File: src/rtl/module_iram_loader_if.sv
// Byte-stream input, IRAM write port, PC load port and status of the IRAM loader.
// Handshake: a byte moves only on a rising clk edge where in_valid && in_ready;
// the source holds in_data stable with in_valid high until that edge, and in_valid may drop at any time between transfers.
interface module_iram_loader_if #(
  parameter int WORD_SIZE  = 8,
  parameter int ADDR_WIDTH = 8
);
  logic [WORD_SIZE-1:0]  in_data;
  logic                  in_valid;
  logic                  in_ready;
  logic                  mem_wr_en;
  logic [ADDR_WIDTH-1:0] mem_addr;
  logic [WORD_SIZE-1:0]  mem_data;
  logic                  cpu_hlt;
  logic                  pc_load;
  logic [ADDR_WIDTH-1:0] pc_addr;
  logic                  busy;
  logic                  error;

  modport master (
    input  in_data, in_valid,
    output in_ready, mem_wr_en, mem_addr, mem_data,
    output cpu_hlt, pc_load, pc_addr, busy, error
  );

  modport slave (
    output in_data, in_valid,
    input  in_ready, mem_wr_en, mem_addr, mem_data,
    input  cpu_hlt, pc_load, pc_addr, busy, error
  );
endinterface

File: src/rtl/module_iram_loader.sv
// Fills IRAM from a LEN/ADDR/data byte frame, halting the CPU and requesting a PC load at the end.
// Define IRAM_LOADER_CSUM_EN to add a trailing checksum byte that gates the PC load and drives error.
module module_iram_loader #(
  parameter int WORD_SIZE  = 8,
  parameter int ADDR_WIDTH = 8
) (
  input  logic                   clk,
  input  logic                   reset,
  module_iram_loader_if.master   bus,
  output logic [2:0]             o_dbg_state
);

`ifdef IRAM_LOADER_CSUM_EN
  typedef enum logic [2:0] {
    IDLE = 3'd0, GET_ADDR = 3'd1, GET_DATA = 3'd2, GET_CSUM = 3'd3, DONE = 3'd4
  } state_t;
`else
  typedef enum logic [2:0] {
    IDLE = 3'd0, GET_ADDR = 3'd1, GET_DATA = 3'd2, DONE = 3'd4
  } state_t;
`endif

  state_t                r_state;
  state_t                w_next;
  logic [WORD_SIZE-1:0]  r_rem;
  logic [ADDR_WIDTH-1:0] r_ptr;
  logic [ADDR_WIDTH-1:0] r_pc_addr;
  logic                  r_wr_en;
  logic [ADDR_WIDTH-1:0] r_addr;
  logic [WORD_SIZE-1:0]  r_data;
  logic                  w_accept;
  logic                  w_last;
  logic                  w_error;

  assign w_accept = bus.in_valid & bus.in_ready;
  assign w_last   = (r_rem == WORD_SIZE'(1));

  always_ff @(posedge clk) begin
    if (reset) r_state <= IDLE;
    else       r_state <= w_next;
  end

  always_comb begin
    w_next = r_state;
    case (r_state)
      IDLE:     if (w_accept && (bus.in_data != '0)) w_next = GET_ADDR;
      GET_ADDR: if (w_accept) w_next = GET_DATA;
`ifdef IRAM_LOADER_CSUM_EN
      GET_DATA: if (w_accept && w_last) w_next = GET_CSUM;
      GET_CSUM: if (w_accept) w_next = DONE;
`else
      GET_DATA: if (w_accept && w_last) w_next = DONE;
`endif
      DONE:     w_next = IDLE;
      default:  w_next = IDLE;
    endcase
  end

  // Write strobe is registered so it lands exactly one cycle after the data byte is accepted.
  always_ff @(posedge clk) begin
    if (reset) begin
      r_rem     <= '0;
      r_ptr     <= '0;
      r_pc_addr <= '0;
      r_wr_en   <= 1'b0;
      r_addr    <= '0;
      r_data    <= '0;
    end else begin
      r_wr_en <= 1'b0;
      case (r_state)
        IDLE: if (w_accept && (bus.in_data != '0)) r_rem <= bus.in_data;
        GET_ADDR: if (w_accept) begin
          r_ptr     <= ADDR_WIDTH'(bus.in_data);
          r_pc_addr <= ADDR_WIDTH'(bus.in_data);
        end
        GET_DATA: if (w_accept) begin
          r_wr_en <= 1'b1;
          r_addr  <= r_ptr;
          r_data  <= bus.in_data;
          r_ptr   <= r_ptr + ADDR_WIDTH'(1);
          r_rem   <= r_rem - WORD_SIZE'(1);
        end
        default: ;
      endcase
    end
  end

`ifdef IRAM_LOADER_CSUM_EN
  logic [WORD_SIZE-1:0] r_sum;
  logic                 r_error;

  // Running sum covers LEN, ADDR and every data byte; a new nonzero LEN restarts it and clears error.
  always_ff @(posedge clk) begin
    if (reset) begin
      r_sum   <= '0;
      r_error <= 1'b0;
    end else if (w_accept) begin
      case (r_state)
        IDLE: if (bus.in_data != '0) begin
          r_sum   <= bus.in_data;
          r_error <= 1'b0;
        end
        GET_ADDR, GET_DATA: r_sum <= r_sum + bus.in_data;
        GET_CSUM: if (bus.in_data != r_sum) r_error <= 1'b1;
        default: ;
      endcase
    end
  end

  assign w_error = r_error;
`else
  assign w_error = 1'b0;
`endif

  assign bus.in_ready  = (r_state != DONE);
  assign bus.busy      = (r_state != IDLE);
  assign bus.cpu_hlt   = (r_state != IDLE);
  assign bus.pc_load   = (r_state == DONE) & ~w_error;
  assign bus.pc_addr   = r_pc_addr;
  assign bus.mem_wr_en = r_wr_en;
  assign bus.mem_addr  = r_addr;
  assign bus.mem_data  = r_data;
  assign bus.error     = w_error;
  assign o_dbg_state   = r_state;

endmodule

File: src/flat_wrapper.sv
// flat-port wrapper written by rule: the top's interface ports become plain ports
module module_iram_loader_flat 
#(
  parameter int WORD_SIZE  = 8,
  parameter int ADDR_WIDTH = 8
)
  (clk, reset, o_dbg_state, bus_in_data, bus_in_valid, bus_in_ready, bus_mem_wr_en, bus_mem_addr, bus_mem_data, bus_cpu_hlt, bus_pc_load, bus_pc_addr, bus_busy, bus_error);
  module_iram_loader_if #(.WORD_SIZE(WORD_SIZE), .ADDR_WIDTH(ADDR_WIDTH)) bus_i ();
  input  logic clk;
  input  logic reset;
  output logic [2:0] o_dbg_state;
  input wire logic [$bits(bus_i.in_data)-1:0] bus_in_data;
  input wire logic [$bits(bus_i.in_valid)-1:0] bus_in_valid;
  output wire logic [$bits(bus_i.in_ready)-1:0] bus_in_ready;
  output wire logic [$bits(bus_i.mem_wr_en)-1:0] bus_mem_wr_en;
  output wire logic [$bits(bus_i.mem_addr)-1:0] bus_mem_addr;
  output wire logic [$bits(bus_i.mem_data)-1:0] bus_mem_data;
  output wire logic [$bits(bus_i.cpu_hlt)-1:0] bus_cpu_hlt;
  output wire logic [$bits(bus_i.pc_load)-1:0] bus_pc_load;
  output wire logic [$bits(bus_i.pc_addr)-1:0] bus_pc_addr;
  output wire logic [$bits(bus_i.busy)-1:0] bus_busy;
  output wire logic [$bits(bus_i.error)-1:0] bus_error;
  assign bus_i.in_data = bus_in_data;
  assign bus_i.in_valid = bus_in_valid;
  assign bus_in_ready = bus_i.in_ready;
  assign bus_mem_wr_en = bus_i.mem_wr_en;
  assign bus_mem_addr = bus_i.mem_addr;
  assign bus_mem_data = bus_i.mem_data;
  assign bus_cpu_hlt = bus_i.cpu_hlt;
  assign bus_pc_load = bus_i.pc_load;
  assign bus_pc_addr = bus_i.pc_addr;
  assign bus_busy = bus_i.busy;
  assign bus_error = bus_i.error;
  module_iram_loader #(.WORD_SIZE(WORD_SIZE), .ADDR_WIDTH(ADDR_WIDTH)) u_core (.clk(clk), .reset(reset), .bus(bus_i), .o_dbg_state(o_dbg_state));
endmodule
File: config.mk
export PLATFORM = sky130hd
export DESIGN_NAME = module_iram_loader_flat
export DESIGN_NICKNAME = d
export VERILOG_FILES = /design/src/rtl/module_iram_loader_if.sv /design/src/rtl/module_iram_loader.sv /design/src/flat_wrapper.sv
export SDC_FILE = /design/constraint.sdc
export NUM_CORES = 1
export LEC_CHECK = 0
export CORE_MARGIN = 1
export CORE_UTILIZATION = 54
export CTS_CLUSTER_DIAMETER = 30
export DETAILED_ROUTE_END_ITERATION = 8
export PLACE_DENSITY = 0.82
export SLEW_MARGIN = 20
export SYNTH_ARGS = -nofsm -noshare
export SYNTH_HDL_FRONTEND = slang
export SYNTH_SLANG_ARGS = --single-unit
File: constraint.sdc
create_clock -name clk -period 2.9 [get_ports clk]
set_input_delay 0.435 -clock clk [delete_from_list [all_inputs] [get_ports clk]]
set_output_delay 0.435 -clock clk [all_outputs]
set_load 0.005 [all_outputs]
# == Word-level counts from Yosys, hierarchy flattened ==
# Index checks and enable logic that the tools add are counted.
# op_classes
addsub,2
eq_ne,9
mux,11
n_bitwise,2
reduce_logical,13
# op_table
cell,n
$mux 8,4
$pmux 8 s2,2
$mux 3,3
$pmux 3 s3,1
$reduce_and 3->1,3
$add 8x1->8 const B,1
$eq 8x1->1 const B,1
$ne 2x1->1 const B,4
$reduce_bool 8->1,1
$sub 8x1->8 const B,1
$reduce_and 2->1,2
$reduce_bool 2->1,2
$eq 3x1->1 const B,1
$eq 3x2->1 const B,1
$eq 3x3->1 const B,1
$logic_not 3->1,1
$ne 3x3->1 const B,1
$reduce_bool 3->1,1
$logic_and 1x1->1,2
$reduce_or 2->1,1
$and 1x1->1,1
$mux 1,1
$not 1->1,1
# word_totals
regBits,44
input_bits,11
output_inout_bits,33
elab_cells,44

# == Depth between registers and ports, before layout ==
# Gate-level depths: netlist of run 1.
# depth
word_depth,5
ltp_mapped,7
depth_no_buf,6

# == Worst setup path after synthesis of run 1 ==
# No wires, ideal clock.
# synth_timing
path_type,in2reg
start,input bus_in_data[3]
end,register u_core.r_rem[0]
setup_ps,128
arrival_time_ps,1569
required_ps,2772
path_slack_ps,1202
stages,5
n_path_buf,1
path_cell_list,or4_4 > o211ai_2 > buf_6 > mux2i_1 > a21oi_1
# synth_via
elab_chain_cells,4
# synth_rtl
element,line_no,rtl
"start, declared",flat_wrapper.sv:12,input wire logic [$bits(bus_i.in_data)-1:0] bus_in_data;
$reduce_bool 8->1,module_iram_loader.sv:71,IDLE: if (w_accept && (bus.in_data != '0)) r_rem <= bus.in_data;
$logic_and 1x1->1,module_iram_loader.sv:71,
$ne 2x1->1 (no source line),n/a,
$reduce_and 3->1 (no source line),n/a,
"end signal, assigned",module_iram_loader.sv:71,
"end signal, assigned",module_iram_loader.sv:81,r_rem <= r_rem - WORD_SIZE'(1);
"end, declared",module_iram_loader.sv:25,logic [WORD_SIZE-1:0] r_rem;
# Every way passes these cells.
# A chain may end at the register's enable or synchronous reset.

# == Final worst setup path of run 1 ==
# layout_timing
start,register u_core.r_state[2] (netlist: u_core.o_dbg_state[2])
end,output bus_pc_load
# layout_via
elab_chain_cells,1
# layout_rtl
element,line_no,rtl
"start, declared",module_iram_loader.sv:23,state_t r_state;
"start signal, assigned",module_iram_loader.sv:40,else r_state <= w_next;
$eq 3x3->1,module_iram_loader.sv:118,assign bus.pc_load = (r_state == DONE) & ~w_error;
"end, declared",flat_wrapper.sv:19,output wire logic [$bits(bus_i.pc_load)-1:0] bus_pc_load;
# Every way passes these cells.

==> results.tsv, run 1 <==
metric	value	unit
share of cells above drive strength 1	0.0858	
IO Pins	44	
reg2reg start	u_core.o_dbg_state[1]$_SDFFE_PP0P_	
Wirelength per Cell	15.2	um
# Max-Cap Violations	0	
GR Util All Layers	0.271	
Peak VDD IR	0.458	mV
final layout net count	316	
Antenna Nets Post-Route	0	
required time of the critical path	2.47	ns
sequence of cells on the critical path	or3b_2, inv_1, clkdlybuf4s50_1	
post-synthesis sequential area ratio	0.415	
Post-synth EDFFs	0	
drt pass-1 iters	5	
final hold violation count	0	
post-CTS setup buffer count	0	
Max Freq	0.428	GHz
area of the mapped netlist	2120	sq um
via count	2023	
worst-margin pin slew	0.917	ns
type of the most critical hold path	register to register	
Reg clk slew, reported paths	0.08	ns
Synth top area share	0.415	
syn nets	283	
pin count of the biggest net entering global routing	45	
synth top area cells	dfxtp_1 42%, nand2_1 10%, a21oi_1 9.7%	
Syn Area/Cell	7.89	sq um
area leader, netlist	dfxtp_1	
fin crit period	2.34	ns
RSZ-0062 raised after global routing	false	
H-Tree Level Count	2	
Die Height	64.7	um
Clock Tree Buf Depth	2	
CP Class	register to output pin	
Chip Width	64.7	um
clk sink count	44	
post-CTS sizing	0	
Post-Route WL	5.34	mm
DRC viols	0	
DP Area	2520	sq um
CTS tree	built	
Finished Cell Area	2640	sq um
CP peak stage delay	0.54	ns
drt first-iter violations	203	
Core ar.	3720	sq um
gpl congestion	0.855	
setup TNS	0	ns
Synthesis Warnings	0	
fin. max-slew vios	0	
CTS root buf	clkbuf_8	
Synth Register Bits	44	
hold wc startpoint	u_core.bus.pc_addr[1]$_SDFFE_PP0P_	
total gr overflow	0	
cts hold-fix bufs	0	
clk_skew	0.00725	ns
row count	22	
die area	4180	sq um
clock latency on the worst-skew pair	0.30	ns
final setup violating endpoints	0	
Port Buffers	42	
most common cell after layout, fill and taps aside	nand2_1	
Slew Limit Headroom	0.386	
Worst Setup End Kind	output pin	
vias in the first global route	1805	
Cells after Synth	269	
Pwr Density	511	nW/um^2
post-DP HPWL	3.55	mm
# diodes	0	
Yosys cell types	46	
CP Data Arrival Time	1.90	ns
Final period util	0.806	
global-route wire length before repair	8.68	mm
total CTS buffers	5	
FFs w/ async S/R, synth	0	
crit-path max FO	12	
P&R area growth vs syn	24.4	%
initial antenna violation count	0	
Vias/cell	5.76	
crit start category	register	
Primary FF master, synth	dfxtp_1	
status	completed	
reported leakage power	0.929	nW
slowest CP cell	dfxtp_1	
Starting Density	0.571	
Worst Setup SP	u_core.o_dbg_state[2]$_SDFFE_PP0P_	
commonest non-fill, non-tap cells in the layout	57 x nand2_1, 44 x dfxtp_1, 42 x clkdlybuf4s50_1, 41 x a21oi_1, 16 x nor2_1	
[path summary, 6_finish.rpt]
check	to	slack, ns	cells past startpoint
setup / recovery	bus_pc_load	0.56	3
hold / removal	u_core.bus.pc_addr[1]$_SDFFE_PP0P_	0.46	2
hold reg to reg	u_core.bus.pc_addr[1]$_SDFFE_PP0P_	0.46	2
setup reg to reg	u_core.r_ptr[6]$_SDFFE_PP0P_	0.86	4
[report_power, final]
part | internal [mW] | leakage, nW | switching, mW
Clock | 0.282 | 0.0614 | 0.216
Sequential | 0.630 | 0.357 | 0.0287
Combinational | 0.0867 | 0.510 | 0.106
[flip-flops by register name (all words and copies together), names as in the netlist]
register and cells:
u_core.bus.mem_addr 8, u_core.bus.mem_data 8, u_core.bus.mem_wr_en 1, u_core.bus.pc_addr 8, u_core.o_dbg_state 3, u_core.r_ptr 8
u_core.r_rem 8
[cells in the mapped netlist, types with 2 or more instances]
library cell and number:
and3_1 4, or4_4 2, buf_2 3, nor2_1 16, o31ai_1 3, nand2_1 57, and2_1 4, a31oi_1 2
a21o_1 2, a22o_2 4, nand3_1 12, buf_4 6, o21ai_0 8, o2bb2ai_1 2, nand3b_1 3, nand4b_1 2
nor3_1 6, clkbuf_1 9, dfxtp_1 44, a21oi_1 41, or3_1 2, nand4_1 3, nor4_1 3, inv_1 5
ha_1 3, buf_6 3
[area by class of cell]
type	instances	area, sq um
multi-input cells	198	1090
fillers	311	1080
flip-flops and latches	44	881
repair buffers	48	465
clock buffers	6	82.6
well taps	48	60.1
clock inverters	2	38.8
inverters	5	18.8
[metal layers]
layer  up-vias  GRT usage  wire length (um)
met5         -          0                 0
met4         0     0.0944                71
met3         6     0.0704               393
met2        77      0.433              2460
met1       941      0.354              2420
li1        999          -                 -
[cells by family (layout without fill, tap and decap cells)]
group	Yosys count	count (layout)	share of synthesized area
other	1	1	0.00177
adders and majority gates	3	3	0.0177
AOI/OAI and AO/OA	69	69	0.195
DFF	44	44	0.415
xor gates and xnor gates	1	1	0.00413
buffers and inverters	27	61	0.0731
muxes	2	2	0.0100
and+or+nand+nor	122	122	0.283
[critical path: cells and delay by family, from the launching register on]
family                 cells  cell delay [ns]
AND/OR/NAND/NOR            1             0.51
flip-flops                 1             0.54
buffers and inverters      2             0.56
[metrics by stage]
step	worst slack (ns)	util	power, mW	hold WS, ns	instances
finish	0.562	0.710	1.35	0.456	351
global route	0.477	0.710	1.40	0.480	351
CTS	0.559	0.710	1.35	0.461	351
detailed placement	0.423	0.677	0.861	0.449	343
global placement	0.448	0.677	0.857	0.441	343
floorplan	1.20	-	0.792	0.443	269
No activity file was read; power rests on OpenSTA's default activity.
==> run 2, diff against run 1 <==
--- a/config.mk
+++ b/config.mk
@@ -6,10 +6,10 @@
 export NUM_CORES = 1
 export LEC_CHECK = 0
 export CORE_MARGIN = 1
-export CORE_UTILIZATION = 54
+export CORE_UTILIZATION = 51
 export CTS_CLUSTER_DIAMETER = 30
 export DETAILED_ROUTE_END_ITERATION = 8
-export PLACE_DENSITY = 0.82
+export PLACE_DENSITY = 0.78
 export SLEW_MARGIN = 20
 export SYNTH_ARGS = -nofsm -noshare
 export SYNTH_HDL_FRONTEND = slang
==> constraint.sdc (replaced) <==
create_clock -name clk -period 2.2 [get_ports clk]
set_input_delay 0.33 -clock clk [delete_from_list [all_inputs] [get_ports clk]]
set_output_delay 0.33 -clock clk [all_outputs]
set_load 0.005 [all_outputs]
==> results.tsv, run 2 (synthesis gave the netlist of run 1 again) <==
metric	value	unit	change
Final period util	0.931		
Core ar.	4000	sq um	+7.6%
Wirelength per Cell	14.9	um	-1.9%
Antenna Nets Post-Route	0		unchanged
die area	4420	sq um	+5.7%
post-CTS setup buffer count	0		unchanged
Die Height	66.5	um	+2.8%
# diodes	0		unchanged
final setup margin	0.152	ns	-0.410 ns
IO Pins	44		unchanged
worst-case hold path end point	u_core.bus.mem_data[1]$_SDFFE_PP0P_		
post-DP HPWL	3.82	mm	+7.6%
hold wc startpoint	u_core.bus.mem_data[1]$_SDFFE_PP0P_		
drt pass-1 iters	4		-1
sequence of cells on the critical path	buf_4, nor3_1, inv_1, clkdlybuf4s50_1		
overall power	1.80	mW	+33%
clk_skew	0.00626	ns	-0.000989 ns
reg2reg start	u_core.o_dbg_state[2]$_SDFFE_PP0P_		
most common cell after layout, fill and taps aside	nand2_1		
row count	23		+4.5%
DRC viols	0		unchanged
initial antenna violation count	0		unchanged
final hold violation count	0		unchanged
Peak VDD IR	0.447	mV	-2.4%
H-Tree Level Count	2		unchanged
global-route wire length before repair	8.61	mm	-0.79%
Clock Tree Buf Depth	2		unchanged
total CTS buffers	5		unchanged
type of the most critical hold path	register to register		
fin crit period	2.05	ns	
cts hold-fix bufs	0		unchanged
CP Class	register to output pin		
fillers	353		+14%
WL met3	369	um	-6.1%
GR Util All Layers	0.262		-0.00925
pin count of the biggest net entering global routing	45		unchanged
Worst Setup SP	u_core.o_dbg_state[0]$_SDFFE_PP0P_		
# Max-Cap Violations	0		unchanged
CP Buf/Inv Count	3		+1
Max Freq	0.488	GHz	
P&R area growth vs syn	29.8	%	
share of cells above drive strength 1	0.132		+0.0459
drt first-iter violations	165		-19%
Post-Layout Cell Count	369		+5.1%
crit-path max FO	7		-5
CP peak stage delay	0.47	ns	-0.07 ns
FF-to-FF path depth	5		+1
fin. max-slew vios	0		unchanged
CTS root buf	clkbuf_8		
reg2reg end	u_core.r_ptr[3]$_SDFFE_PP0P_		
Chip Width	66.5	um	+2.8%
Vias/cell	5.61		-2.7%
final setup violating endpoints	0		unchanged
setup TNS	0	ns	unchanged
Max Used Layer	met4		
RSZ-0062 raised after global routing	false		
Post-Route WL	5.51	mm	+3.2%
Placed Cells	361		+5.2%
crit start category	register		
Port Buffers	42		unchanged
register area	881	sq um	unchanged
clock latency on the worst-skew pair	0.30	ns	about the same
via count	2070		+2.3%
Reg clk slew, reported paths	0.09	ns	about the same
Metal-1 WL	2.53	mm	+4.9%
CP Data Arrival Time	1.72	ns	-0.18 ns
Worst Setup End Kind	output pin		
gpl congestion	0.829		-3.0%
final layout net count	332		+5.1%
reg2reg setup slack	0.40	ns	-0.46 ns
slowest CP cell	clkdlybuf4s50_1		
Met2 Wirelength	2.49	mm	+1.1%
required time of the critical path	1.87	ns	-0.60 ns
critical path's top delay family	buffers and inverters		
pre-CTS setup slack	0.112	ns	-0.310 ns
total gr overflow	0		unchanged
CTS tree	built		
Pwr Density	653	nW/um^2	+28%
reported leakage power	1.00	nW	+7.7%
Util after Layout	0.689		-0.0213
vias in the first global route	1752		-2.9%
status	completed		
area occupied by multi-input gates	1090	sq um	unchanged
clk sink count	44		unchanged
Starting Density	0.530		-0.0405
post-CTS sizing	0		unchanged
commonest non-fill, non-tap cells in the layout	57 x nand2_1, 44 x dfxtp_1, 42 x clkdlybuf4s50_1, 41 x a21oi_1, 22 x buf_4		
WHS Path Cells	2		unchanged
-- run 2: cell count changes in the layout (fill, tap and decap cells not counted), sizes merged --
cell,before,now
clkinv,1,0
inv,5,6
clkbuf,6,5
buf,6,22
clkinvlp,0,1
-- run 2: cell type report --
type / instances / share of cell area
Clock inverter: 3 / 0.0168
Multi-Input combinational cell: 198 / 0.396
Timing Repair Buffer: 64 / 0.213
Tap cell: 50 / 0.0227
Clock buffer: 5 / 0.0250
Inverter: 5 / 0.00681
Sequential cell: 44 / 0.320
-- run 2: through the flow --
step | cell area [sq um] | hold WS, ns
2_1_floorplan | 2120 | 0.443
3_3_place_gp | 2640 | 0.442
3_5_place_dp | 2640 | 0.447
4_1_cts | 2760 | 0.460
5_1_grt | 2760 | 0.472
6_report | 2760 | 0.458
-- run 2: worst max path at each step --
stage,to,slack [ns],cells past startpoint
global placement,u_core.r_rem[0]$_SDFFE_PP0P_,0.17,6
detailed placement,u_core.r_rem[1]$_SDFFE_PP0P_,0.11,6
floorplan,u_core.r_ptr[6]$_SDFFE_PP0P_,0.59,6
CTS,bus_busy,0.15,4
global route,bus_busy,0.07,4
finish,bus_busy,0.15,4
-- run 2: tightest hold or removal path, stage by stage (launching register included) --
cell and delay [ns]:
dfxtp_1 0.32, nand2_1 0.05, a21oi_1 0.05
-- run 2: routing by layer --
| layer | track usage | up-vias |
|---|---|---|
| met3 | 0.0462 | 11 |
| li1 | - | 1034 |
| met5 | 0 | - |
| met4 | 0.109 | 0 |
| met1 | 0.353 | 954 |
| met2 | 0.411 | 71 |
-- run 2: power by group --
group          leakage (nW)  switching, mW  internal, mW
Combinational         0.589          0.148         0.137
Clock                0.0548          0.307         0.342
Sequential            0.357         0.0349         0.830
